`src/rtl/timer_pkg.sv`:
```
// Shared definitions for the cycle timer: state encoding, phase indices and
// the default phase duration.
package timer_pkg;

  localparam logic [1:0] ST_IDLE  = 2'd0;
  localparam logic [1:0] ST_RUN   = 2'd1;
  localparam logic [1:0] ST_PAUSE = 2'd2;
  localparam logic [1:0] ST_DONE  = 2'd3;

  localparam int unsigned FILL  = 0;
  localparam int unsigned WASH  = 1;
  localparam int unsigned RINSE = 2;
  localparam int unsigned SPIN  = 3;
  localparam int unsigned DRAIN = 4;

  localparam int unsigned DEF_DUR_DEFAULT = 10;

  // Index width for an n-entry select; a single entry still needs one bit.
  function automatic int unsigned idx_w(input int unsigned n);
    return (n > 1) ? $clog2(n) : 1;
  endfunction

endpackage

```
`src/rtl/cycle_timer_cfg.sv`:
```
// Per-mode, per-phase duration table: synchronous write, asynchronous read,
// every entry reset to DEF_DUR.
module cycle_timer_cfg
  import timer_pkg::*;
#(
  parameter int unsigned WIDTH   = 8,
  parameter int unsigned NPHASE  = 5,
  parameter int unsigned NMODE   = 4,
  parameter int unsigned DEF_DUR = DEF_DUR_DEFAULT
) (
  input  logic                        clk,
  input  logic                        reset,
  input  logic                        we_i,
  input  logic [idx_w(NMODE)-1:0]     wr_mode_i,
  input  logic [idx_w(NPHASE)-1:0]    wr_phase_i,
  input  logic [WIDTH-1:0]            wr_data_i,
  input  logic [idx_w(NMODE)-1:0]     rd_mode_i,
  input  logic [idx_w(NPHASE)-1:0]    rd_phase_i,
  output logic [WIDTH-1:0]            rd_data_o
);

  localparam int unsigned MW = idx_w(NMODE);
  localparam int unsigned PW = idx_w(NPHASE);

  logic [WIDTH-1:0] dur_q [NMODE][NPHASE];

  // Decoding by exact match means out-of-range addresses hit no entry.
  always_ff @(posedge clk) begin
    if (reset) begin
      for (int unsigned m = 0; m < NMODE; m++)
        for (int unsigned p = 0; p < NPHASE; p++)
          dur_q[m][p] <= WIDTH'(DEF_DUR);
    end else if (we_i) begin
      for (int unsigned m = 0; m < NMODE; m++)
        for (int unsigned p = 0; p < NPHASE; p++)
          if (wr_mode_i == MW'(m) && wr_phase_i == PW'(p))
            dur_q[m][p] <= wr_data_i;
    end
  end

  always_comb begin
    rd_data_o = '0;
    for (int unsigned m = 0; m < NMODE; m++)
      for (int unsigned p = 0; p < NPHASE; p++)
        if (rd_mode_i == MW'(m) && rd_phase_i == PW'(p))
          rd_data_o = dur_q[m][p];
  end

endmodule

```
`src/rtl/cycle_timer.sv`:
```
// Multi-phase cycle timer: runs the phases of the selected program in order,
// counting each phase's duration down to zero, with pause and abort.
module cycle_timer
  import timer_pkg::*;
#(
  parameter int unsigned WIDTH   = 8,
  parameter int unsigned NPHASE  = 5,
  parameter int unsigned NMODE   = 4,
  parameter int unsigned DEF_DUR = DEF_DUR_DEFAULT
) (
  input  logic                        clk,
  input  logic                        reset,
  input  logic [idx_w(NMODE)-1:0]     load,
  input  logic                        start,
  input  logic                        pause,
  input  logic                        abort,
  input  logic                        cfg_we,
  input  logic [idx_w(NMODE)-1:0]     cfg_mode,
  input  logic [idx_w(NPHASE)-1:0]    cfg_phase,
  input  logic [WIDTH-1:0]            cfg_data,
  output logic [WIDTH-1:0]            value,
  output logic [NPHASE-1:0]           phase_oh,
  output logic                        busy,
  output logic                        paused,
  output logic                        done
);

  localparam int unsigned MW = idx_w(NMODE);
  localparam int unsigned PW = idx_w(NPHASE);
  localparam logic [PW-1:0] LAST_PH = PW'(NPHASE - 1);

  logic [1:0]       state_q, state_d;
  logic [MW-1:0]    mode_q, mode_d;
  logic [PW-1:0]    phase_q, phase_d;
  logic [WIDTH-1:0] value_q, value_d;

  logic             accept;
  logic [MW-1:0]    rd_mode;
  logic [PW-1:0]    rd_phase;
  logic [WIDTH-1:0] rd_data;

  assign accept = start && (state_q == ST_IDLE || state_q == ST_DONE);

  // One read port serves both the start load and the next-phase load;
  // they can never be needed in the same cycle.
  assign rd_mode  = accept ? load : mode_q;
  assign rd_phase = accept ? PW'(FILL) : phase_q + PW'(1);

  cycle_timer_cfg #(
    .WIDTH  (WIDTH),
    .NPHASE (NPHASE),
    .NMODE  (NMODE),
    .DEF_DUR(DEF_DUR)
  ) u_cfg (
    .clk       (clk),
    .reset     (reset),
    .we_i      (cfg_we),
    .wr_mode_i (cfg_mode),
    .wr_phase_i(cfg_phase),
    .wr_data_i (cfg_data),
    .rd_mode_i (rd_mode),
    .rd_phase_i(rd_phase),
    .rd_data_o (rd_data)
  );

  always_comb begin
    state_d = state_q;
    mode_d  = mode_q;
    phase_d = phase_q;
    value_d = value_q;
    if (abort) begin
      state_d = ST_IDLE;
      phase_d = PW'(FILL);
      value_d = '0;
    end else begin
      case (state_q)
        ST_IDLE, ST_DONE: begin
          if (start) begin
            state_d = ST_RUN;
            mode_d  = load;
            phase_d = PW'(FILL);
            value_d = rd_data;
          end
        end
        ST_RUN: begin
          if (pause) begin
            state_d = ST_PAUSE;
          end else if (value_q != '0) begin
            value_d = value_q - WIDTH'(1);
          end else if (phase_q < LAST_PH) begin
            phase_d = phase_q + PW'(1);
            value_d = rd_data;
          end else begin
            state_d = ST_DONE;
            phase_d = PW'(FILL);
            value_d = '0;
          end
        end
        ST_PAUSE: begin
          if (!pause) state_d = ST_RUN;
        end
        default: begin
          state_d = ST_IDLE;
          value_d = '0;
        end
      endcase
    end
  end

  always_ff @(posedge clk) begin
    if (reset) begin
      state_q <= ST_IDLE;
      mode_q  <= '0;
      phase_q <= PW'(FILL);
      value_q <= '0;
    end else begin
      state_q <= state_d;
      mode_q  <= mode_d;
      phase_q <= phase_d;
      value_q <= value_d;
    end
  end

  assign value  = value_q;
  assign busy   = (state_q == ST_RUN) || (state_q == ST_PAUSE);
  assign paused = (state_q == ST_PAUSE);
  assign done   = (state_q == ST_DONE);

  always_comb begin
    phase_oh = '0;
    for (int unsigned p = 0; p < NPHASE; p++)
      phase_oh[p] = busy && (phase_q == PW'(p));
  end

endmodule
```
`config.mk`:
```
export PLATFORM = sky130hd
export DESIGN_NAME = cycle_timer
export DESIGN_NICKNAME = d
export VERILOG_FILES = /design/src/rtl/timer_pkg.sv /design/src/rtl/cycle_timer_cfg.sv /design/src/rtl/cycle_timer.sv
export SDC_FILE = /design/constraint.sdc
export NUM_CORES = 1
export LEC_CHECK = 0
export CORE_ASPECT_RATIO = 0.75
export CORE_MARGIN = 5
export CORE_UTILIZATION = 26
export DETAILED_ROUTE_END_ITERATION = 10
export PLACE_DENSITY = 0.47
export SLEW_MARGIN = 20
export SYNTH_ARGS = -nofsm -noshare
export SYNTH_HDL_FRONTEND = slang
export SYNTH_SLANG_ARGS = --single-unit
```
`constraint.sdc`:
```
create_clock -name clk -period 2.9 [get_ports clk]
set_clock_uncertainty 0.05 [all_clocks]
set_input_delay 0.29 -clock clk [delete_from_list [all_inputs] [get_ports clk]]
set_output_delay 0.29 -clock clk [all_outputs]
set_load 0.05 [all_outputs]
```
Word level (Yosys, flattened, before mapping). Memories as Yosys holds them, arrays and structs flattened. Cells that the tools add are included.

Word-level logic and storage cells: 258. Memory bits (writable): 160. Bits in registers: 15. Output and inout bits: 16. Bits of input ports: 21. Memories: 1.

Memory list: u_cfg.dur_q (words 4, bits a word 40, rd ports 4, clocked after memory_dff 0, write ports 4, RTL line cycle_timer_cfg.sv:25) `logic [WIDTH-1:0] dur_q [NMODE][NPHASE];`.

Eq/ne operators: 27. Add/sub/neg operators: 2. Bitwise gates (word level): 21. Mux-type cells: 140. Order comparisons: 1. Reduce and logical (&&, ||, !) cells: 62.

Operators by type and width (number): 8-bit two-way mux (44); 1-bit two-way mux (82); 1-bit logical AND (46); 1-bit bitwise OR (20); 3-bit by 2-bit equality test with 1-bit output (second input constant) (6); 8-bit one-hot mux with 2 select lines (1); 3-bit two-way mux (5); 2-bit equality test (second input constant) (6); 2-bit two-way mux (6); 3-bit by 1-bit equality test with 1-bit output (second input constant) (3); 3-bit equality test (second input constant) (3); 3-bit zero test (3); 2-bit != test (second input constant) (4); 4-bit AND reduction (2); 8-bit nonzero test (1); 8-bit by 1-bit subtractor with 8-bit output (second input constant) (1); 2-bit by 1-bit equality test with 1-bit output (second input constant) (3); 2-bit zero test (3); 3-bit != test (second input constant) (2); 2-bit one-hot mux with 3 select lines (1); 3-bit one-hot mux with 2 select lines (1); 3-bit AND reduction (2); 2-bit OR reduction (2); 3-bit by 1-bit adder with 3-bit output (second input constant) (1); 4 further kinds (5).

Longest topological paths before layout. Gate-level depths: netlist of the first run.

Depth in word-level cells: 30. Gate-level depth with buffers: 12. Mapped depth without buffers: 8.

By module. From an unflattened synthesis of the first run, not the netlist that was laid out.

Cells, all modules: 751. Area total of the unflattened synthesis: 8718.4 µm².

Modules (own cells, without submodules): cycle_timer_cfg (times used 1, cells each 614, seq. area each 4804.6 µm², area each 7609.8 µm²); cycle_timer (times used 1, cells each 137, seq. area each 300.3 µm², area each 1108.6 µm²).

Worst setup path before layout of the first run. No wires, ideal clock.

Path type: reg-to-reg. Start point: register phase_q[0]. End point: register value_q[3] (netlist: value[3]). Library setup time: 84 ps. Buffers on the path: 4. Arrival time: 2463 ps. Stages on the path, launching flop included: 13. Period minus slack after synthesis: 2597 ps. Required time: 2766 ps. Path slack: 303 ps. Cell sequence: dfxtp_1 buf_2 inv_1 ha_1 buf_2 or3b_1 clkbuf_1 nor2_1 buf_4 a22o_1 a222oi_1 o211a_1 o31ai_2.

Longest elaborated chain between the ends: 28. Elaborated cells between the ends (all ways): 53. Those cells by class: add/sub: 1; order compare: 1; eq/ne: 4; mux: 26; reduce/logical: 21.

Ends and longest elaborated chain: from (decl) (RTL line cycle_timer.sv:34) `logic [PW-1:0] phase_q, phase_d;`; from (signal assigned) (RTL line cycle_timer.sv:114) `phase_q <= PW'(FILL);`; from (signal assigned) (RTL line cycle_timer.sv:119) `phase_q <= phase_d;`; 3-bit by 1-bit adder with 3-bit output (RTL line cycle_timer.sv:47) `assign rd_phase = accept ? PW'(FILL) : phase_q + PW'(1);`; 3-bit two-way mux (RTL line cycle_timer.sv:47); 3-bit zero test (RTL line cycle_timer_cfg.sv:45) `if (rd_mode_i == MW'(m) && rd_phase_i == PW'(p))`; 1-bit logical AND (RTL line cycle_timer_cfg.sv:45); 8-bit two-way mux (20 in series) (RTL line cycle_timer_cfg.sv:45); 8-bit two-way mux (RTL line cycle_timer.sv:90) `end else if (phase_q < LAST_PH) begin`; 8-bit two-way mux (RTL line cycle_timer.sv:88) `end else if (value_q != '0) begin`; 8-bit two-way mux (RTL line cycle_timer.sv:86) `if (pause) begin`; 8-bit one-hot mux with 2 select lines (*) (RTL line cycle_timer.sv:76) `case (state_q)`; to (signal assigned) (RTL line cycle_timer.sv:120) `value_q <= value_d;`; to (decl) (RTL line cycle_timer.sv:35) `logic [WIDTH-1:0] value_q, value_d;`.

Every way passes the cells marked *; elsewhere a longest branch is shown, timed or not. The select of a mux whose other input is x is not followed. A chain may end at the register's enable or synchronous reset.

Worst setup path in the final report of the first run. Same ends and word-level chain as after synthesis.

==> metrics, run 1 <==
htree depth 4; initial antenna violation count 5; final WL 31800 um; DRC viols 0; total CTS buffers 17; Worst setup EP type register; Overflow after GRT 0; first-pass GRT wire length 46100 um; Leakage 3.73 nW; top cells by count, synth 160 x edfxtp_1, 74 x and2_1, 54 x nand2_1; Crit path largest cell delay 0.51 ns; diode count 0; mapped cell area 0.00870 mm^2; DR vias/cell 5.22; Worst Hold Class reg -> reg; # IOs 37; layout cells sized above 1 0.187; WP data arrival 3.07 ns; total die area 0.0372 mm^2; ys async rst share 0; area leader, netlist edfxtp_1; crit-path cells ha_1, ha_4, or3b_2, nor2_2, buf_4, a22o_1, a221oi_1, and3_1, o31ai_2; GR Layer Usage met3 0.0596; synth top area cells edfxtp_1 55%, and2_1 5.3%, dfxtp_1 3.5%; Slowest-stage cell, CP or3b_2; Cell variety after synth 76; CTS Hold Buffers Added 0; worst slew margin relative to its limit 0.557; top-count cell post-synth edfxtp_1; Layout area overhead 23.6%; syn nets 780; FF+latch count, synth 175; crit share post-route 0.956; post-DP HPWL 23600 um; Worst Hold Slack 0.448 ns; status completed; Worst Tran Pin Value 0.647 ns; DRT Pass-1 Iters 5; Fillers 3449; drt initial violations 844; Final min period 2.77 ns; Die H 168 um; IO buf count 36; Worst setup SP type register; max-slew violations 0; Total GRT Usage 0.169; Final Hold Violating Endpoints 0; vias in the first global route 6670; Clock transition at path regs 0.07 ns; CTS tree built; Core Box Area 0.0332 mm^2; CTS Sinks 175; DR vias 6808; gpl congestion 0.927; setup TNS 0 ns; top cell type's share of synthesized area 0.552; met2 Usage GRT 0.233; nets@finish 873; die width 221 um; Final Cell Area 0.0108 mm^2; clk_lat worst skew 0.44 ns; PwrDens 572 mW/mm^2; Post-synth EDFFs 160; total of max-cap violations 0; number of cell rows 58; largest net degree at the start of global routing 33; Initial Utilization 0.262; Synth Flop Type edfxtp_1; Post-Syn Instances 748; Max FO, Critical Path 13; GRT busiest layer met1; placed instance area 0.0101 mm^2; Avg Cell Area, Syn 11.6 um^2; Max clock buf depth 2; Max Freq 361 MHz; Setup Crit Path Kind reg -> reg; maximum vdd drop 0.000368 V; setup violators final 0; Seq/Total Area, Yosys 0.587; Pwr Total 6.15 mW; Detail Route Antenna Nets 0; met1 usage 0.255; Yosys Warn Count 0; clock tree root buffer cell clkbuf_16; WL/cell 24.4 um; worst path required time 3.20 ns
==> cell usage in the layout (no fill, tap or decap), types with 8 or more instances in the layout <==
| cell | Yosys | layout |
|---|---|---|
| nand2_1 | 54 | 54 |
| nand3_1 | 21 | 21 |
| clkbuf_16 | 0 | 17 |
| and3_1 | 12 | 12 |
| nor2_1 | 44 | 44 |
| a21oi_1 | 27 | 27 |
| o21bai_1 | 12 | 12 |
| dfxtp_1 | 15 | 15 |
| clkdlybuf4s50_1 | 0 | 31 |
| nor2b_1 | 8 | 8 |
| edfxtp_1 | 160 | 160 |
| a22oi_1 | 19 | 19 |
| o21ai_0 | 33 | 33 |
| inv_1 | 14 | 14 |
| buf_4 | 2 | 83 |
| a21o_1 | 9 | 9 |
| and2_1 | 74 | 73 |
| ha_1 | 11 | 9 |
| a221oi_1 | 10 | 10 |
| nor3_1 | 20 | 20 |
==> flip-flops by register name, summed over array words and instances (netlist names) <==
register     flops
state_q          2
mode_q           2
value            8
u_cfg.dur_q    160
phase_q          3
==> area by class of cell <==
type,count,area (um^2),area share
Clock inverter,13,174,0.0162
Timing Repair Buffer,120,1050,0.0980
Clock buffer,19,453,0.0421
Multi-Input combinational cell,513,3350,0.312
Sequential cell,175,5100,0.475
Tap cell,450,563,0.0524
Inverter,14,52.6,0.00489
==> per-layer routing <==
metal  vias to the layer above  part of all wire
met5                         -            0.0011
met4                         4             0.012
met3                        32              0.11
met2                       331              0.40
met1                      3375              0.48
li1                       3066                 -
==> power breakdown <==
part	internal, mW	switching, mW
combinational	0.247	0.436
clock	1.42	1.06
sequential	2.90	0.0866
total	4.57	1.58
==> through the flow <==
| stage | setup WS [ns] | instances | utilization |
|---|---|---|---|
| final | 0.127 | 1304 | 0.323 |
| after global routing | -0.00533 | 1304 | 0.323 |
| after CTS | 0.0317 | 1304 | 0.323 |
| after detailed placement | 0.0238 | 1272 | 0.304 |
| after global placement | 0.0318 | 1272 | 0.304 |
| after floorplan | 0.303 | 748 | - |
==> kinds of logic (layout without fill, tap and decap cells) <==
kind of cell | count (synthesis) | count (layout) | share of synthesized area
fa+ha+maj | 11 | 11 | 0.0158
compound gates | 211 | 211 | 0.179
flops | 175 | 175 | 0.587
buf+inv | 60 | 166 | 0.0311
mux | 8 | 8 | 0.00978
simple gates | 283 | 283 | 0.177
==> critical path, delay by kind of cell (launching register included) <==
family                     cells  cell delay [ns]
buffers and inverters          1             0.17
adders and majority gates      2             0.62
DFF                            1             0.34
and+or+nand+nor                3             0.95
AOI/OAI and AO/OA              3             0.54
==> path summary, 6_finish.rpt <==
kind,startpoint,end,slack (ns),depth (start not counted)
min,state_q[1],state_q[1],0.45,2
max reg2reg,phase_q[0],value[3],0.13,9
max,phase_q[0],value[3],0.13,9
min reg2reg,state_q[1],state_q[1],0.45,2
==> timing repair <==
action	in CTS	in global routing
setup buffers	0	0
gates resized for setup	2	5
setup endpoints to repair	2	7
No activity file was read; power rests on OpenSTA's default activity.
==> inputs of run 2 (changes only) <==
--- a/config.mk
+++ b/config.mk
@@ -10,6 +10,7 @@
 export CORE_UTILIZATION = 26
 export DETAILED_ROUTE_END_ITERATION = 10
 export PLACE_DENSITY = 0.47
+export SKIP_LAST_GASP = 1
 export SLEW_MARGIN = 20
 export SYNTH_ARGS = -nofsm -noshare
 export SYNTH_HDL_FRONTEND = slang
==> results of run 2 <==
The final DEF is identical to that of run 1; final timing and power are the same.
